$ cat src/rtl/screen_mode_ctrl_pkg.sv
// Shared types and helpers for the top-level screen controller:
// state encoding, RGB332 field bounds and the per-field fade dimmer.
package screen_pkg;

  typedef enum logic [1:0] {
    START = 2'd0,
    FADE  = 2'd1,
    PLAY  = 2'd2,
    OVER  = 2'd3
  } screen_state_t;

  localparam int unsigned FIELD_R_HI = 7;
  localparam int unsigned FIELD_R_LO = 5;
  localparam int unsigned FIELD_G_HI = 4;
  localparam int unsigned FIELD_G_LO = 2;
  localparam int unsigned FIELD_B_HI = 1;
  localparam int unsigned FIELD_B_LO = 0;

  // Each colour field is shifted inside its own slice; blue has only two
  // bits, so its shift is capped at 2.
  function automatic logic [7:0] dim_rgb332(input logic [7:0] rgb, input logic [1:0] level);
    logic [2:0] r;
    logic [2:0] g;
    logic [1:0] b;
    r = rgb[FIELD_R_HI:FIELD_R_LO] >> level;
    g = rgb[FIELD_G_HI:FIELD_G_LO] >> level;
    b = rgb[FIELD_B_HI:FIELD_B_LO] >> ((level > 2'd2) ? 2'd2 : level);
    return {r, g, b};
  endfunction

endpackage

$ cat src/rtl/screen_mode_ctrl_edge.sv
// Registered rising-edge detector for synchronised button levels.
module edge_detect_rise (
  input  logic clk,
  input  logic resetN,
  input  logic in,
  output logic pulse
);

  logic prev_q;
  logic prev_d;

  always_comb prev_d = in;

  always_ff @(posedge clk or negedge resetN) begin
    if (!resetN) prev_q <= 1'b0;
    else         prev_q <= prev_d;
  end

  assign pulse = in & ~prev_q;

endmodule

$ cat src/rtl/screen_mode_ctrl.sv
// Top-level screen state machine (START -> FADE -> PLAY -> OVER) and
// final RGB332 pixel selection feeding the VGA pixel register.
module screen_mode_ctrl
  import screen_pkg::*;
#(
  parameter int unsigned FADE_STEP = 8,
  parameter int unsigned OVER_HOLD = 60,
  parameter logic [7:0]  BG_RGB    = 8'h00
) (
  input  logic       clk,
  input  logic       resetN,
  input  logic       startOfFrame,
  input  logic       startKey,
  input  logic       gameOverPulse,
  input  logic       startScreenDR,
  input  logic [7:0] startScreenRGB,
  input  logic       gameDR,
  input  logic [7:0] gameRGB,
  input  logic       gameOverDR,
  input  logic [7:0] gameOverRGB,
  output logic [7:0] RGBOut,
  output logic       gameActive,
  output logic       gameResetPulse,
  output logic [1:0] screenState
);

  localparam int unsigned CNT_MAX = (FADE_STEP > OVER_HOLD) ? FADE_STEP : OVER_HOLD;
  localparam int unsigned FC_W    = $clog2(CNT_MAX + 1);
  localparam logic [FC_W-1:0] FADE_LAST = FC_W'(FADE_STEP - 1);
  localparam logic [FC_W-1:0] HOLD_MAX  = FC_W'(OVER_HOLD);

  screen_state_t   state_q, state_d;
  logic [FC_W-1:0] frame_cnt_q, frame_cnt_d;
  logic [1:0]      fade_level_q, fade_level_d;
  logic [7:0]      rgb_q, rgb_d;
  logic            active_q, active_d;
  logic            rst_pulse_q, rst_pulse_d;
  logic            key_rise;
  logic [7:0]      start_pix;
  logic [7:0]      game_pix;

  edge_detect_rise u_key_edge (
    .clk    (clk),
    .resetN (resetN),
    .in     (startKey),
    .pulse  (key_rise)
  );

  // Transitions take priority over the frame counter update in the same cycle.
  always_comb begin
    state_d      = state_q;
    frame_cnt_d  = frame_cnt_q;
    fade_level_d = fade_level_q;
    rst_pulse_d  = 1'b0;
    unique case (state_q)
      START: begin
        if (key_rise) begin
          state_d      = FADE;
          frame_cnt_d  = '0;
          fade_level_d = '0;
        end
      end
      FADE: begin
        if (startOfFrame) begin
          if (frame_cnt_q == FADE_LAST) begin
            frame_cnt_d = '0;
            if (fade_level_q == 2'd3) begin
              state_d     = PLAY;
              rst_pulse_d = 1'b1;
            end else begin
              fade_level_d = fade_level_q + 2'd1;
            end
          end else begin
            frame_cnt_d = frame_cnt_q + 1'b1;
          end
        end
      end
      PLAY: begin
        if (gameOverPulse) begin
          state_d     = OVER;
          frame_cnt_d = '0;
        end
      end
      OVER: begin
        if (key_rise && (frame_cnt_q == HOLD_MAX)) begin
          state_d     = START;
          frame_cnt_d = '0;
        end else if (startOfFrame && (frame_cnt_q != HOLD_MAX)) begin
          frame_cnt_d = frame_cnt_q + 1'b1;
        end
      end
      default: ;
    endcase
  end

  always_comb begin
    start_pix = startScreenDR ? startScreenRGB : BG_RGB;
    game_pix  = gameDR ? gameRGB : BG_RGB;
    rgb_d     = BG_RGB;
    unique case (state_q)
      START:   rgb_d = start_pix;
      FADE:    rgb_d = dim_rgb332(start_pix, fade_level_q);
      PLAY:    rgb_d = game_pix;
      OVER:    rgb_d = gameOverDR ? gameOverRGB : game_pix;
      default: rgb_d = BG_RGB;
    endcase
    active_d = (state_d == PLAY);
  end

  always_ff @(posedge clk or negedge resetN) begin
    if (!resetN) begin
      state_q      <= START;
      frame_cnt_q  <= '0;
      fade_level_q <= '0;
      rgb_q        <= BG_RGB;
      active_q     <= 1'b0;
      rst_pulse_q  <= 1'b0;
    end else begin
      state_q      <= state_d;
      frame_cnt_q  <= frame_cnt_d;
      fade_level_q <= fade_level_d;
      rgb_q        <= rgb_d;
      active_q     <= active_d;
      rst_pulse_q  <= rst_pulse_d;
    end
  end

  assign RGBOut         = rgb_q;
  assign gameActive     = active_q;
  assign gameResetPulse = rst_pulse_q;
  assign screenState    = state_q;

endmodule

$ cat config.mk
export PLATFORM = sky130hd
export DESIGN_NAME = screen_mode_ctrl
export DESIGN_NICKNAME = d
export VERILOG_FILES = /design/src/rtl/screen_mode_ctrl_pkg.sv /design/src/rtl/screen_mode_ctrl_edge.sv /design/src/rtl/screen_mode_ctrl.sv
export SDC_FILE = /design/constraint.sdc
export NUM_CORES = 1
export LEC_CHECK = 0
export CORE_MARGIN = 2
export CORE_UTILIZATION = 39
export DETAILED_ROUTE_END_ITERATION = 10
export DONT_BUFFER_PORTS = 1
export SYNTH_ARGS = -nofsm -noshare
export SYNTH_HDL_FRONTEND = slang
export SYNTH_SLANG_ARGS = --single-unit
export TNS_END_PERCENT = 1
$ cat constraint.sdc
create_clock -name clk -period 2.19 [get_ports clk]
set_input_delay 0.438 -clock clk [delete_from_list [all_inputs] [get_ports clk]]
set_output_delay 0.438 -clock clk [all_outputs]
set_load 0.1 [all_outputs]
# ---- Yosys cells after proc, flatten, opt, wreduce, memory -nomap -nowiden
# Cells that the tools add are included.
# Widths: inputs -> output; s select.
dict set report op_classes {
  addsub 2
  order_cmp 1
  eq_ne 14
  shifts 3
  mux 28
  n_bitwise 2
  n_reduce_logical 6
}
# operator n
set ops {}
lappend ops {{$mux 6} 6}
lappend ops {{$pmux 8 s4} 1}
lappend ops {{$mux 8} 3}
lappend ops {{$pmux 6 s4} 1}
lappend ops {{$mux 2} 11}
lappend ops {{$ne 2x2->1 const B} 5}
lappend ops {{$eq 2x2->1 const B} 4}
lappend ops {{$pmux 2 s4} 1}
lappend ops {{$add 6x1->6 const B} 1}
lappend ops {{$eq 6x3->1 const B} 1}
lappend ops {{$eq 6x6->1 const B} 1}
lappend ops {{$ne 6x6->1 const B} 1}
lappend ops {{$shr 3x2->3} 2}
lappend ops {{$reduce_and 5->1} 1}
lappend ops {{$mux 1} 4}
lappend ops {{$pmux 2 s2} 1}
lappend ops {{$reduce_and 4->1} 1}
lappend ops {{$ne 3x3->1 const B} 1}
lappend ops {{$add 2x1->2 const B} 1}
lappend ops {{$eq 2x1->1 const B} 1}
lappend ops {{$gt 2x2->1 const B} 1}
lappend ops {{$logic_and 1x1->1} 2}
lappend ops {{$logic_not 2->1} 1}
lappend ops {{$reduce_bool 2->1} 1}
lappend ops {{other kinds (3)} 3}
dict set report totals {
  ff_bits 21
  input_bits 32
  out_inout_bits 12
  wordCells 63
}

# ---- Logic depth before layout (Yosys ltp)
dict set report logic_depth {
  ltp_word 6
  mapped_depth 7
  ltp_nobuf 7
}

# ---- Cells and area by module
# A second synthesis with hierarchy kept.
dict set report hier_totals {
  hier_cells 158
  hier_area_um2 1391.3
}
# module n_inst cells_per_inst area_each_um2 seq_area_each_um2
set modules_own_cells {}
lappend modules_own_cells {screen_mode_ctrl 1 156 1352.5 500.5}
lappend modules_own_cells {edge_detect_rise 1 2 38.8 25.0}

# ---- Worst setup path before layout
# No wires, ideal clock.
dict set report synth_timing {
  kind {register -> register}
  start {reg state_q[1], in the netlist screenState[1]}
  end {reg frame_cnt_q[2]}
  setup_time_ps 132
  arrival_time_ps 2077
  required_time_ps 2058
  setup_slack_ps -19
  path_stages_with_launch 7
  path_buffers 1
  period_less_slack_ps 2209
  cell_sequence {dfrtp_1 > buf_4 > inv_2 > nor3_4 > mux2_1 > a31oi_1 > a31oi_1}
}
dict set report synth_via {
  elab_chain_len 3
  elab_cells_between_ends 10
  classes_between {eq/ne (7); mux (1); reduce/logical (2)}
}
# element line_no
set synth_lines {}
lappend synth_lines {{from (decl)} screen_mode_ctrl.sv:32} ;# screen_state_t state_q, state_d;
lappend synth_lines {{from (signal assigned)} screen_mode_ctrl.sv:119} ;# state_q <= state_d;
lappend synth_lines {{$eq 2x2->1 (tied with other cells)} screen_mode_ctrl.sv:55} ;# unique case (state_q)
lappend synth_lines {{$ne 3x3->1 (no line) or $ne 2x2->1 (tied branches)} -}
lappend synth_lines {{$reduce_and 4->1 (no line)} -}
lappend synth_lines {{to (signal assigned)} screen_mode_ctrl.sv:120} ;# frame_cnt_q <= frame_cnt_d;
lappend synth_lines {{to (decl)} screen_mode_ctrl.sv:33} ;# logic [FC_W-1:0] frame_cnt_q, frame_cnt_d;
# Several ways; a longest one is shown, not always the timed one.
# A chain may end at the register's enable or synchronous reset.

# ---- Final worst setup path
dict set report layout_timing {
  start {reg frame_cnt_q[0]}
  end {reg fade_level_q[0]}
}
dict set report layout_via {
  elab_chain_len 3
}
# element line_no
set layout_lines {}
lappend layout_lines {{$eq 6x3->1} screen_mode_ctrl.sv:65} ;# if (frame_cnt_q == FADE_LAST) begin
lappend layout_lines {{$ne 2x2->1 (no line)} -}
lappend layout_lines {{$reduce_and 5->1 (no line)} -}
lappend layout_lines {{to (signal assigned)} screen_mode_ctrl.sv:121} ;# fade_level_q <= fade_level_d;
lappend layout_lines {{to (decl)} screen_mode_ctrl.sv:34} ;# logic [1:0] fade_level_q, fade_level_d;
# Every way passes these cells.

==> reports/summary.md <==
The flow ran to the end, and the final reports show no timing, DRC or antenna violations. The floorplan step defined a core boundary enclosing 0.003363 mm^2. The post-synthesis sequential element count was 21; the arithmetic-cell share of the synthesized area counting full adders, half adders and majority gates was 3.630%.

The logs give 0 for the number of remaining DRC errors and 213 for the post-route non-filler standard cell count. The worst hold-check path type is primary input to register. The number of flops mapped to enable cells by yosys was 0.

The pre-antenna-repair detailed-routing pass consisted of 4 iterations. The cell count after synthesis came out at 155. The library cell used most frequently in the layout, excluding fill and tap cells, is nand2_1. For the number of clock sinks, the log shows 21. Setup repair after global routing left no endpoint under its margin. HPWL reported at the end of detailed placement: 2.564 mm. The logs give 0.001199 W for the net switching power and 348 for the fill cell instance count of the final layout. In this run the remaining antenna-violating nets after routing total 0. The floorplan step set the die width to 63.46 um.

The instance count after placement with tap cells included is 208, and the maximum number of buffers from clock root to sink is 2. In this run the vertical extent of the chip is 63.46 um. Cell internal power was estimated by the tool at 0.0009438 W.

The die area is 0.004027 mm^2, and the max-cap check violation count is 0. The largest individual stage delay along the critical path comes from the cell dfrtp_1. Traced cell by cell, the critical path runs through ha_1 -> nand2_1 -> nor4_2 -> and4b_4 -> mux2i_1 -> o2bb2ai_2. The logs give 0 for the antenna cell count and 41.00% for the initial standard-cell utilization of the core.

Of all cell types, the one taking the most synthesized area is dfrtp_1. The minimum period implied by the final worst setup slack is 1.832 ns, and the sequential share of power is 32.2%. The routed length per instance works out to 15.78 um. Prevailing post-synth register cell: dfrtp_1. The transition time at the pin with the least slew margin was 1.030 ns; the sum of routed wire length over all layers was 3.362 mm.

The critical path is of the register to register type. The analysis attributes to cell leakage a power of 0.6812 nW. The total power was 0.002143 W; the required time of the critical path was 2.38 ns. Synthesis produced a netlist with a net count of 191. Sort of element at the end of the critical path: a register. The tools report the number of antenna violations at the first check in global routing as 0. Combinational logic is responsible for 59.0% of the overall power. In the synthesized netlist the async set-or-reset flop fraction comes to 100.0%. Net switching is 55.95% of the power. Yosys attributes the largest share of cell area to dfrtp_1 (38%), nand2_1 (6.0%), a21oi_1 (4.4%), ha_1 (3.6%), buf_4 (2.7%). The wire length of the first global-routing pass was 5.561 mm; the highest clock frequency the design can meet was 545.9 MHz. After clock tree synthesis, the repair step resized 0 gates.

Prior to clock tree synthesis, the placed netlist has a worst setup slack of 0.3683 ns. In this run, the clock network consumes 8.8% of the power. Summing the areas of all compound-gate instances in the mapped netlist gives 24.14% of the synthesized area. Pin placement for this block handled 44 I/O pins. Parity-gate share of the synthesized area counting xor and xnor cells: 0%. The cell sitting at the root of the clock tree is a clkbuf_4. The tools report the clock insertion delay at the later pin of the skew report as 0.30 ns.

From synthesis to final layout, the design area changed by 11.16%. Summed over all failing endpoints, the final setup total negative slack is 0 ns. Each instance of the synthesized netlist takes up on average 8.896 um^2. Power spread over the standard cell area amounts to 1398 mW/mm^2. The maximum number of pins on one net before global-route repair is 22. Of the synthesized area, sequential elements account for 38.11%. VDD sags by at most 0.4098 mV. Area fraction of the dominant cell type after synthesis: 38.11%. TritonCTS built the clock tree. In the post-route analysis, the smallest setup slack over all paths is 0.3583 ns. The max-slew headroom at the worst pin was 31.14%. For the final number of setup-violating endpoints, the log shows 0. Summing every instance area after synthesis gives 0.001379 mm^2.

The final count of pins violating max slew was 0. The tools report the category of the worst setup path launch point as a register. The initial DRC count is 27. Maximum single-stage delay on the critical path: 0.43 ns.

The share of layout cells above drive strength 1 was 20.36%; the number of CTS-inserted buffers was 3. On the final layout, the worst clock skew is 0.001982 ns. After detailed routing, the number of vias per cell comes to 5.695. For this run, the post-layout net count is 204. For this block, the via count after detailed routing is 1213. In this run the worst path has a maximum fanout of 5. Summed over all layers, the global routing overflow is 0.

The tools report the number of hold violations in the final report as 0. Worst path arrival time: 2.03 ns. In the layout the commonest cells are nand2_1 (22), dfrtp_1 (20), buf_4 (14). The period utilization came out at 83.64%. After clock tree synthesis, the clock-pin slew on the worst setup and hold paths is 0.12 ns. Summing the areas of all and, or, nand and nor instances in the mapped netlist gives 23.96% of the synthesized area.

The all-layer global routing usage is 17.48%, and the maximum level of the CTS H-tree is 1. The tools report the Yosys warning count as 0. Yosys mapped the design onto 44 distinct sky130hd cell types. The floorplan has 21 rows. The number of global-route vias before repair is 1130, and the count of input and output buffers is 0. Routability-driven placement finished with a final weighted congestion of 0.9306. By area, the combinational part of the netlist is dominated by compound AO/OA/AOI/OAI gates. Share of cell area taken by muxes after synthesis: 3.811%.
[synthesized netlist by cell type (2+ instances only)]
| library cell | count |
|---|---|
| nand2_1 | 22 |
| dfrtp_1 | 21 |
| a21oi_1 | 12 |
| inv_1 | 10 |
| nor2_1 | 7 |
| a31oi_1 | 5 |
| buf_4 | 5 |
| nand3_1 | 5 |
| nand4_1 | 5 |
| o21ai_1 | 5 |
| ha_1 | 4 |
| nand2b_1 | 4 |
| o21ai_0 | 4 |
| a32oi_1 | 3 |
| and3_1 | 3 |
| mux2i_1 | 3 |
| o211ai_1 | 3 |
| o22ai_1 | 3 |
| or3_1 | 3 |
| nand2_2 | 2 |
| o2bb2ai_2 | 2 |
| or2_2 | 2 |
[power groups by stage]
stage | Combinational, W | Clock (W) | Sequential, W
5_1_grt | 0.00135 | 0.000220 | 0.000716
3_5_place_dp | 0.00125 | 0 | 0.000699
2_1_floorplan | 0.000617 | 0 | 0.00109
3_3_place_gp | 0.00124 | 0 | 0.000692
6_report | 0.00126 | 0.000188 | 0.000690
4_1_cts | 0.00126 | 0.000198 | 0.000689
[final cells by class]
type	instances	area (um^2)	area share, %
Clock buffer	4	26.28	1.714
Inverter	11	41.29	2.694
Multi-Input combinational cell	116	765.7	49.96
Sequential cell	21	526.8	34.37
Tap cell	46	57.56	3.755
Timing Repair Buffer	15	115.1	7.510
[worst max-delay path, delay by kind of cell (launching register included)]
kind,cells,cell delay (ns)
AO/OA/AOI/OAI,1,0.08
adder cells (fa/ha/maj),1,0.25
flip-flops,1,0.43
multiplexers,1,0.23
AND/OR/NAND/NOR,3,0.72
[layer usage]
| metal | wire [um] | GRT usage (%) | up-vias | part of all wire [%] |
|---|---|---|---|---|
| met2 | 1580 | 25.92 | 38 | 47 |
| li1 | - | - | 591 | - |
| met1 | 1546 | 26.08 | 580 | 46 |
| met4 | 30 | 4.620 | 0 | 0.89 |
| met3 | 205 | 3.214 | 4 | 6.1 |
| met5 | 0 | 0 | - | 0 |
[through the flow]
step	util, %	area (um^2)	hold WS, ns
4_1_cts	45.57	1533	0.1373
3_5_place_dp	44.49	1496	0.1431
2_1_floorplan	-	1380	0.1424
3_3_place_gp	44.49	1496	0.1431
6_report	45.57	1533	0.1493
5_1_grt	45.57	1533	0.1194
[path summary, 6_finish.rpt]
path                           startpoint           endpoint  slack [ns]  cells after the start
min                              startKey  u_key_edge.prev_q        0.15                      0
max                        frame_cnt_q[0]    fade_level_q[0]        0.36                      6
max reg2reg                frame_cnt_q[0]    fade_level_q[0]        0.36                      6
min reg2reg                frame_cnt_q[0]     frame_cnt_q[0]        0.55                      1
max in group asynchronous          resetN     screenState[1]        0.76                      1
min in group asynchronous          resetN    fade_level_q[1]        0.75                      1
[logic make-up (layout without fill, tap and decap cells)]
logic type / count (synthesis) / in the layout
mux: 5 / 5
simple gates: 61 / 61
compound gates: 46 / 46
fa+ha+maj: 4 / 4
flops: 21 / 21
buf+inv: 18 / 30
[state kept, by name, summed over array words and instances (netlist names)]
name / count
RGBOut: 8
u_key_edge.prev_q: 1
fade_level_q: 2
gameResetPulse: 1
screenState: 2
gameActive: 1
frame_cnt_q: 6
[what timing repair did]
| action | in CTS | in global routing |
|---|---|---|
| hold buffers | 1 | 0 |
| endpoints found under the hold margin | 21 | 0 |
| setup buffers | 0 | 0 |
Power figures use the tool's default switching activity.
